--- config.mk ---
export PLATFORM = sky130hd
export DESIGN_NAME = uart_tx_sched_flat
export DESIGN_NICKNAME = d
export VERILOG_FILES = /design/src/rtl/uart_tx_sched_if.sv /design/src/rtl/uart_tx_sched.sv /design/src/flat_wrapper.sv
export SDC_FILE = /design/constraint.sdc
export NUM_CORES = 1
export LEC_CHECK = 0
export ABC_AREA = 1
export CAP_MARGIN = 10
export CORE_MARGIN = 2
export CORE_UTILIZATION = 30
export DETAILED_ROUTE_END_ITERATION = 6
export SYNTH_ARGS = -nofsm -noshare
export SYNTH_HDL_FRONTEND = slang
export SYNTH_SLANG_ARGS = --single-unit
--- constraint.sdc ---
create_clock -name clk -period 1.5 [get_ports clk]
set_input_delay 0.15 -clock clk [delete_from_list [all_inputs] [get_ports clk]]
set_output_delay 0.15 -clock clk [all_outputs]
set_load 0.005 [all_outputs]
--- src/rtl/uart_tx_sched_if.sv ---
// Requester-side handshake bundle for uart_tx_sched: two valid/data/ready channels.
interface uart_tx_sched_if;
  logic       req0_valid;
  logic [7:0] req0_data;
  logic       req0_ready;
  logic       req1_valid;
  logic [7:0] req1_data;
  logic       req1_ready;

  modport master (
    output req0_valid, req0_data, req1_valid, req1_data,
    input  req0_ready, req1_ready
  );

  modport slave (
    input  req0_valid, req0_data, req1_valid, req1_data,
    output req0_ready, req1_ready
  );
endinterface

--- src/rtl/uart_tx_sched.sv ---
// Two-requester round-robin scheduler feeding a single 8N1 UART transmitter.
// One byte is accepted per IDLE cycle; tx/busy/owner are registered from next-state values.
module uart_tx_sched #(
  parameter int unsigned CLKS_PER_BIT = 104
) (
  input  logic            clk,
  input  logic            reset,
  uart_tx_sched_if.slave  req,
  output logic            tx,
  output logic            busy,
  output logic            owner
);

  localparam int unsigned TIMER_W = 16;
  localparam int unsigned BIT_W   = 3;
  localparam logic [TIMER_W-1:0] BIT_LAST = TIMER_W'(CLKS_PER_BIT - 1);

  localparam logic [1:0] S_IDLE  = 2'd0;
  localparam logic [1:0] S_START = 2'd1;
  localparam logic [1:0] S_DATA  = 2'd2;
  localparam logic [1:0] S_STOP  = 2'd3;

  logic [1:0]         state_q, state_d;
  logic [TIMER_W-1:0] timer_q, timer_d;
  logic [BIT_W-1:0]   bit_q,   bit_d;
  logic [7:0]         shift_q, shift_d;
  logic               last_q,  last_d;
  logic               owner_q, owner_d;
  logic               tx_q,    tx_d;
  logic               busy_q,  busy_d;
  logic               grant0_c, grant1_c;
  logic               ready0_c, ready1_c;
  logic               bit_done_c;

  // Round-robin: on contention the requester not granted last time wins; no grant under reset.
  always_comb begin
    grant1_c = !reset && req.req1_valid && (!req.req0_valid || !last_q);
    grant0_c = !reset && req.req0_valid && !grant1_c;
  end

  assign bit_done_c = (timer_q == BIT_LAST);

  always_comb begin
    state_d  = state_q;
    timer_d  = timer_q;
    bit_d    = bit_q;
    shift_d  = shift_q;
    last_d   = last_q;
    owner_d  = owner_q;
    ready0_c = 1'b0;
    ready1_c = 1'b0;
    tx_d     = 1'b1;
    busy_d   = 1'b0;

    case (state_q)
      S_IDLE: begin
        if (grant0_c || grant1_c) begin
          ready0_c = grant0_c;
          ready1_c = grant1_c;
          shift_d  = grant1_c ? req.req1_data : req.req0_data;
          owner_d  = grant1_c;
          last_d   = grant1_c;
          timer_d  = '0;
          bit_d    = '0;
          state_d  = S_START;
        end
      end
      S_START: begin
        if (bit_done_c) begin
          timer_d = '0;
          bit_d   = '0;
          state_d = S_DATA;
        end else begin
          timer_d = timer_q + TIMER_W'(1);
        end
      end
      S_DATA: begin
        if (bit_done_c) begin
          timer_d = '0;
          if (bit_q == BIT_W'(7)) begin
            bit_d   = '0;
            state_d = S_STOP;
          end else begin
            bit_d = bit_q + BIT_W'(1);
          end
        end else begin
          timer_d = timer_q + TIMER_W'(1);
        end
      end
      S_STOP: begin
        if (bit_done_c) begin
          timer_d = '0;
          state_d = S_IDLE;
        end else begin
          timer_d = timer_q + TIMER_W'(1);
        end
      end
      default: begin
        state_d = S_IDLE;
        timer_d = '0;
        bit_d   = '0;
      end
    endcase

    // Line level is derived from the upcoming state so tx drops the cycle after acceptance.
    case (state_d)
      S_START: tx_d = 1'b0;
      S_DATA:  tx_d = shift_d[bit_d];
      default: tx_d = 1'b1;
    endcase
    busy_d = (state_d != S_IDLE);
  end

  always_ff @(posedge clk) begin
    if (reset) begin
      state_q <= S_IDLE;
      timer_q <= '0;
      bit_q   <= '0;
      shift_q <= '0;
      last_q  <= 1'b1;
      owner_q <= 1'b0;
      tx_q    <= 1'b1;
      busy_q  <= 1'b0;
    end else begin
      state_q <= state_d;
      timer_q <= timer_d;
      bit_q   <= bit_d;
      shift_q <= shift_d;
      last_q  <= last_d;
      owner_q <= owner_d;
      tx_q    <= tx_d;
      busy_q  <= busy_d;
    end
  end

  assign req.req0_ready = ready0_c;
  assign req.req1_ready = ready1_c;
  assign tx             = tx_q;
  assign busy           = busy_q;
  assign owner          = owner_q;

endmodule

--- src/flat_wrapper.sv ---
// flat-port wrapper written by rule: the top's interface ports become plain ports
module uart_tx_sched_flat 
#(
  parameter int unsigned CLKS_PER_BIT = 104
)
  (clk, reset, tx, busy, owner, req_req0_valid, req_req0_data, req_req1_valid, req_req1_data, req_req0_ready, req_req1_ready);
  uart_tx_sched_if req_i ();
  input  logic clk;
  input  logic reset;
  output logic tx;
  output logic busy;
  output logic owner;
  input wire logic [$bits(req_i.req0_valid)-1:0] req_req0_valid;
  input wire logic [$bits(req_i.req0_data)-1:0] req_req0_data;
  input wire logic [$bits(req_i.req1_valid)-1:0] req_req1_valid;
  input wire logic [$bits(req_i.req1_data)-1:0] req_req1_data;
  output wire logic [$bits(req_i.req0_ready)-1:0] req_req0_ready;
  output wire logic [$bits(req_i.req1_ready)-1:0] req_req1_ready;
  assign req_i.req0_valid = req_req0_valid;
  assign req_i.req0_data = req_req0_data;
  assign req_i.req1_valid = req_req1_valid;
  assign req_i.req1_data = req_req1_data;
  assign req_req0_ready = req_i.req0_ready;
  assign req_req1_ready = req_i.req1_ready;
  uart_tx_sched #(.CLKS_PER_BIT(CLKS_PER_BIT)) u_core (.clk(clk), .reset(reset), .req(req_i), .tx(tx), .busy(busy), .owner(owner));
endmodule
==> key figures, run 1 <==
Outcome
  – Status: complete, but fails checks
  – Failing checks: negative setup slack

Worst hold path
  – Worst hold path depth: 3
  – Hold Path Sink: u_core.last_q$_SDFFE_PP1P_
  – Hold/Removal Path Class: primary input to register
  – Min-delay src: reset

Placement
  – GPL Wtd Cong: about 0.8
  – Post-DP HPWL: 3.38 mm
  – Port Buffer Count: 24

CTS
  – Clk slew on worst S/H paths: 0.07 ns
  – H-Tree Depth: 2
  – Clk sinks: 33
  – Clk root buf: clkbuf_8
  – Clock Latency Late Sink: 0.29 ns
  – CTS tree: yes
  – Num CTS Buffers: 5
  – Hold Buf Count CTS: 0
  – Clk buf depth: 2

Yosys
  – Post-Syn Area: 1890 µm²
  – Most frequently used flop master after synthesis: dfxtp_1
  – Share of the synthesized area in the top cell type: 0.350
  – Sequential-to-total area share from yosys stat: 0.350
  – Top cells by area, synth: dfxtp_1, nand2_1, nor2_1
  – Syn_area_per_cell: about 6.8 µm²
  – Post-synth cell types: 34
  – Syn Nets: roughly 300
  – Synthesis warning total: 0
  – Yosys reg bits: 33
  – Dominant cell type by area after synthesis: dfxtp_1
  – Async SR Flop Fraction: 0
  – Syn Inst Count: 278
  – Post-synth EDFFs: 0

Worst setup path
  – Worst r2r src: u_core.timer_q[0]$_SDFFE_PP0P_
  – Required time worst endpoint: 1.69 ns
  – Flop2flop setup slack: -0.28 ns
  – Kind of critical path: register to register
  – Crit path DAT: 1.97 ns
  – Reg2reg end: u_core.tx$_SDFF_PP1_
  – Reg2reg path depth: 16
  – Worst setup SP type: register
  – Crit-path max FO: 5
  – Endpoint class of the critical path: register

Timing
  – Clk_skew: ~0.0022 ns
  – Setup ws final: -0.279 ns
  – Highest clock rate: approximately 560 MHz
  – Worst Hold Slack: 0.433 ns
  – Crit path time final: ~1.8 ns
  – Final Hold Vio Count: 0
  – Relative slew slack: 0.787
  – Max-slew violation count: 0
  – # setup viols final: 22
  – Slew @ Worst Pin: around 0.32 ns
  – Period utilization: 1.19
  – RSZ-0062 raised after global routing: yes

Power
  – Power density cells: 704 nW/µm²
  – Worst ir drop on vdd: roughly 0.00033 V
  – Tot Pwr: roughly 2.1 mW
  – Leak Pwr: 1.29 nW

Final layout
  – Fraction of layout cells with a size suffix above 1: 0.430
  – Fin nets: between 300 and 400
  – Fillers: about 560
  – Area grow syn2layout: 61.4%
  – ANT cells: 0

Detailed routing
  – First-pass iteration count of the detailed router: 4
  – Wire length per cell: about 11 µm
  – Iter 0 DRT Violations: 95
  – Detailed-route vias per instance: 4.58
  – DRT antenna net count: 0
  – Drc violations: 0
  – Final WL: 5.04 mm
  – Total number of vias: ~2000

Floorplanning
  – FP Rows: 28
  – Total core area: roughly 6000 µm²
  – Die area: 6940 µm²
  – Die Ht: ~83 µm
  – Initial Util: 0.315
  – IO Pins: 25
  – Die width: 83.3 µm

GRT
  – Global-route wire length before repair: roughly 8.1 mm
  – Total track usage: 0.142
  – Largest net degree at the start of global routing: 23
  – Gr ovfl total: 0
  – Antenna violations before repair: 0
  – Vias in the first global route: roughly 1800

Run
  – MaxCap Viol Count: 0
cells in the final DEF (no fill, tap or decap), types with 6 or more instances in the layout:
cell | netlist | routed
nand3_1 | 20 | 12
nand3_2 | 2 | 9
buf_4 | 0 | 55
o21ai_1 | 5 | 8
nand2_4 | 3 | 9
dfxtp_1 | 33 | 28
nand2_1 | 71 | 56
nor2_2 | 4 | 6
inv_1 | 31 | 29
nand2_2 | 9 | 17
a21oi_1 | 15 | 10
clkdlybuf4s50_1 | 0 | 20
o21ai_2 | 3 | 7
nor2_4 | 3 | 10
nor2_1 | 33 | 24
power by group:
group | internal, mW | total (mW) | switching [mW] | leakage (nW)
registers | 0.916 | 0.935 | 0.0190 | 0.272
logic | 0.274 | 0.545 | 0.271 | 0.976
clock network | 0.320 | 0.665 | 0.345 | 0.0439
total | 1.51 | 2.14 | 0.635 | 1.29
registers in the layout, indices dropped and copies added, names as in the netlist:
name / flops
u_core.timer_q: 16
u_core.shift_q: 8
u_core.bit_q: 3
u_core.state_q: 2
u_core.busy: 1
u_core.last_q: 1
u_core.owner: 1
u_core.tx: 1
worst max-delay path by stage:
stage	startpoint	endpoint	slack [ns]	cells after the start
final	u_core.timer_q[0]$_SDFFE_PP0P_	u_core.tx$_SDFF_PP1_	-0.28	16
after global routing	u_core.timer_q[1]$_SDFFE_PP0P_	u_core.tx$_SDFF_PP1_	-0.42	16
after detailed placement	reset	u_core.tx$_SDFF_PP1_	-0.46	15
after global placement	reset	u_core.tx$_SDFF_PP1_	-0.45	13
after CTS	u_core.timer_q[1]$_SDFFE_PP0P_	u_core.tx$_SDFF_PP1_	-0.18	15
after floorplan	u_core.timer_q[1]$_SDFFE_PP0P_	u_core.tx$_SDFF_PP1_	-0.03	15
kinds of logic after synthesis:
kind of cell               count (synthesis)  share of synthesized area
AOI/OAI and AO/OA                         47                      0.151
xor gates and xnor gates                   2                    0.00929
adders and majority gates                  3                     0.0199
buffers and inverters                     43                      0.105
DFF                                       33                      0.350
and+or+nand+nor                          150                      0.365
Yosys cell counts, types with 4 or more instances:
library cell and n:
dfxtp_1 33, inv_1 31, a21oi_1 15, nand2_1 71, nor2_2 4, o21ai_0 12, nand3_1 20, nand2_2 9
o21ai_1 5, nor2_1 33
per-stage QoR:
step / TNS (ns) / area (µm²) / utilization / std cells / setup slack [ns]
2_1_floorplan: -0.0320 / 1910 / - / 278 / -0.0320
3_3_place_gp: -7.25 / 2580 / 0.430 / 420 / -0.448
3_5_place_dp: -7.77 / 2580 / 0.430 / 420 / -0.463
4_1_cts: -1.43 / 2750 / 0.459 / 434 / -0.183
5_1_grt: -5.67 / 3050 / 0.508 / 440 / -0.418
6_report: -2.97 / 3050 / 0.508 / 440 / -0.279
critical path, stage by stage (launching register included):
cell     delay [ns]
dfxtp_4        0.36
ha_4           0.14
nand2_4        0.04
inv_2          0.05
nand2_2        0.05
nor2_4         0.20
nand3_2        0.10
nand2_2        0.10
nand2_4        0.08
nand2_4        0.11
nand2_1        0.07
nand3_1        0.08
nand2_1        0.05
nand2_1        0.08
nand3_2        0.07
nand2_2        0.07
inv_1          0.03
layout make-up:
type                       instances  area (µm²)  share of cell area
multi-input combinational        202        1300               0.427
tap                               75        93.8              0.0308
inverter                          35         138              0.0452
sequential                        33         672               0.221
clock buffer                       5        68.8              0.0226
clock inverter                     3        17.5             0.00575
timing repair buffer              86         748               0.246
timing repair inverter             1        7.51             0.00247
metal layers:
| layer | vias up | routed length (µm) | GRT usage | share of wire |
|---|---|---|---|---|
| met1 | 923 | 2380 | 0.182 | 0.47 |
| met4 | 0 | 68 | 0.0492 | 0.013 |
| met5 | - | 0 | 0 | 0 |
| met3 | 6 | 121 | 0.0358 | 0.024 |
| li1 | 1067 | - | - | - |
| met2 | 19 | 2480 | 0.232 | 0.49 |
repair_timing:
| item | CTS | global route |
|---|---|---|
| gates resized for setup | 23 | 63 |
| setup endpoints to repair | 20 | 26 |
| buffers inserted | 7 | 8 |
| pin swaps | 9 | 33 |
| gates cloned | 0 | 1 |
Note: power is estimated with default switching activity, not from simulation.
==> inputs of run 2 (changes only) <==
--- a/config.mk
+++ b/config.mk
@@ -10,6 +10,7 @@
 export CORE_MARGIN = 2
 export CORE_UTILIZATION = 30
 export DETAILED_ROUTE_END_ITERATION = 6
+export GPL_TIMING_DRIVEN = 0
 export SYNTH_ARGS = -nofsm -noshare
 export SYNTH_HDL_FRONTEND = slang
 export SYNTH_SLANG_ARGS = --single-unit
==> key figures, run 2 (synthesized netlist as in run 1, its figures left out) <==
Outcome
  – Status: complete, but fails checks
  – Failing checks: negative setup slack

Final layout
  – Max reg flops: 16 (unchanged)
  – Commonest cells after routing, fill and taps aside: nand2_1, inv_1, dfxtp_1
  – Most common cell after layout, fill and taps aside: nand2_1
  – Final core occ: 0.451 (-0.0579)
  – Biggest regs: u_core.timer_q: 16 flops, u_core.shift_q: 8 flops, u_core.bit_q: 3 flops
  – Register area: 674 µm² (+0.37%)
  – Area grow syn2layout: 43.0%
  – Fin nets: 354 (-8.5%)
  – ANT cells: 0 (unchanged)
  – Fillers: 587 (+5.8%)
  – Multi-input logic area: 1220 µm² (-6.2%)
  – Fraction of layout cells with a size suffix above 1: 0.316 (-0.114)
  – Top reg by flops: u_core.timer_q

CTS
  – Clk sinks: 33 (unchanged)
  – H-Tree Depth: 2 (unchanged)
  – Clk slew on worst S/H paths: 0.07 ns (about the same)
  – Clock Latency Late Sink: 0.29 ns (about the same)
  – Clk buf depth: 2 (unchanged)
  – Clk root buf: clkbuf_8
  – Num CTS Buffers: 5 (unchanged)
  – CTS tree: yes

GRT
  – Largest net degree at the start of global routing: 11 (-52%)
  – Total track usage: 0.141 (-0.00142)
  – Global-route wire length before repair: 7.98 mm (-1.4%)
  – Gr ovfl total: 0 (unchanged)
  – Vias in the first global route: 1792 (-2.6%)
  – Antenna violations before repair: 0 (unchanged)

Timing
  – Final Hold Vio Count: 0 (unchanged)
  – Crit path time final: 1.78 ns (-0.00270 ns)
  – # setup viols final: 18 (-18%)
  – Slew @ Worst Pin: 0.533 ns (+0.214 ns)
  – Setup TNS: -2.47 ns (+0.505 ns)
  – Setup ws final: -0.276 ns (+0.00271 ns)
  – Worst Hold Slack: 0.0661 ns (-0.367 ns)
  – RSZ-0062 raised after global routing: yes
  – Period utilization: 1.18 (-0.00180)
  – Clk_skew: 0.0104 ns (+0.00818 ns)
  – Max-slew violation count: 0 (unchanged)
  – Relative slew slack: 0.645 (-0.142)
  – Highest clock rate: 563 MHz (+0.15%)

Worst setup path
  – Endpoint class of the critical path: register
  – Required time worst endpoint: 1.71 ns (+0.02 ns)
  – Worst setup SP type: register
  – Slowest CP cell: dfxtp_4
  – Crit path DAT: 1.99 ns (+0.02 ns)
  – Slowest stage delay, CP: 0.37 ns (about the same)
  – Crit path from: u_core.timer_q[1]$_SDFFE_PP0P_
  – Most used cell, CP: nand2_4
  – Crit-path max FO: 4 (-1)
  – Critical path, cell by cell: ha_4 -> nand2_4 -> inv_4 -> buf_4 -> buf_6 -> nand2_4 -> nor2_4 -> nand3_4 -> nor2_4 -> nand2_4 -> nor2_2 -> o221ai_1 -> a21oi_1
  – Kind of critical path: register to register
  – Worst r2r src: u_core.timer_q[1]$_SDFFE_PP0P_

Floorplanning
  – FP Rows: 28 (unchanged)
  – Die width: 83.3 µm (unchanged)
  – Die Ht: 83.3 µm (unchanged)
  – Die area: 6940 µm² (unchanged)
  – Initial Util: 0.315 (unchanged)
  – Total core area: 5990 µm² (unchanged)
  – IO Pins: 25 (unchanged)

Power
  – Power density cells: 766 nW/µm² (+8.8%)
  – Worst ir drop on vdd: 0.000308 V (-6.1%)
  – Leak Pwr: 1.14 nW (-11%)

Placement
  – GPL Wtd Cong: 0.842 (+2.8%)
  – Post-DP HPWL: 3.24 mm (-4.2%)
  – Worst slack, placed: -0.507 ns (-0.0442 ns)
  – Port Buffer Count: 23 (-4.2%)

Detailed routing
  – DRT antenna net count: 0 (unchanged)
  – First-pass iteration count of the detailed router: 4 (unchanged)
  – Drc violations: 0 (unchanged)
  – Iter 0 DRT Violations: 80 (-16%)
  – Wire length per cell: 12.0 µm (+4.3%)
  – Detailed-route vias per instance: 4.70 (+2.6%)
  – Total number of vias: 1913 (-5.1%)
  – Final WL: 4.87 mm (-3.5%)

Worst hold path
  – Min-delay src: reset
  – Hold/Removal Path Class: primary input to register

Run
  – MaxCap Viol Count: 0 (unchanged)
## run 2: cell types whose count changed in the layout (fill, tap and decap cells not counted), sizes merged
cell	before	now
dlymetal6s2s	0	1
clkinv	2	0
inv	34	35
buf	62	28
clkinvlp	3	0
clkdlybuf4s15	2	0
clkbuf	5	13
dlygate4sd2	2	0
## run 2: worst paths after layout
path | endpoint | slack (ns) | cells past startpoint
setup / recovery | u_core.timer_q[12]$_SDFFE_PP0P_ | -0.28 | 13
hold / removal | u_core.state_q[1]$_SDFF_PP0_ | 0.07 | 2
setup reg to reg | u_core.timer_q[12]$_SDFFE_PP0P_ | -0.28 | 13
hold reg to reg | u_core.owner$_SDFFE_PP0P_ | 0.49 | 2
## run 2: metrics by stage
stage / power (mW) / area, µm² / instances
floorplan: 1.20 / 1910 / 278
global placement: 1.33 / 2240 / 376
detailed placement: 1.33 / 2240 / 376
CTS: 2.05 / 2530 / 401
global route: 2.17 / 2700 / 407
finish: 2.07 / 2700 / 407
## run 2: what timing repair did
| action | CTS | global route |
|---|---|---|
| cloned | 1 | 0 |
| pin swaps | 14 | 13 |
| setup endpoints to repair | 23 | 24 |
| hold buffers | 0 | 0 |
| buffers inserted | 17 | 6 |
| resized for setup | 37 | 40 |
## run 2: cell type report
cell class	instances	area share
Multi-Input combinational cell	202	0.452
Sequential cell	33	0.250
Tap cell	75	0.0348
Timing Repair Buffer	46	0.153
Buffer	8	0.0269
Clock buffer	8	0.0297
Inverter	35	0.0533
## run 2: where the power goes
| part | internal (mW) | total (mW) | switching [mW] |
|---|---|---|---|
| Clock | 0.330 | 0.663 | 0.333 |
| Combinational | 0.219 | 0.465 | 0.246 |
| Sequential | 0.917 | 0.940 | 0.0225 |
## run 2: critical path, delay by kind of cell (launching register included)
kind / cells / cell delay [ns]
buffers and inverters: 3 / 0.25
AOI/OAI and AO/OA: 2 / 0.24
adders and majority gates: 1 / 0.15
and+or+nand+nor: 7 / 0.67
DFF: 1 / 0.37
## run 2: layer usage
| metal | vias to the layer above | track usage | share of wire |
|---|---|---|---|
| li1 | 997 | - | - |
| met1 | 876 | 0.164 | 0.45 |
| met4 | 0 | 0.0671 | 0.027 |
| met2 | 29 | 0.239 | 0.48 |
| met3 | 11 | 0.0378 | 0.038 |
| met5 | - | 0 | 0 |
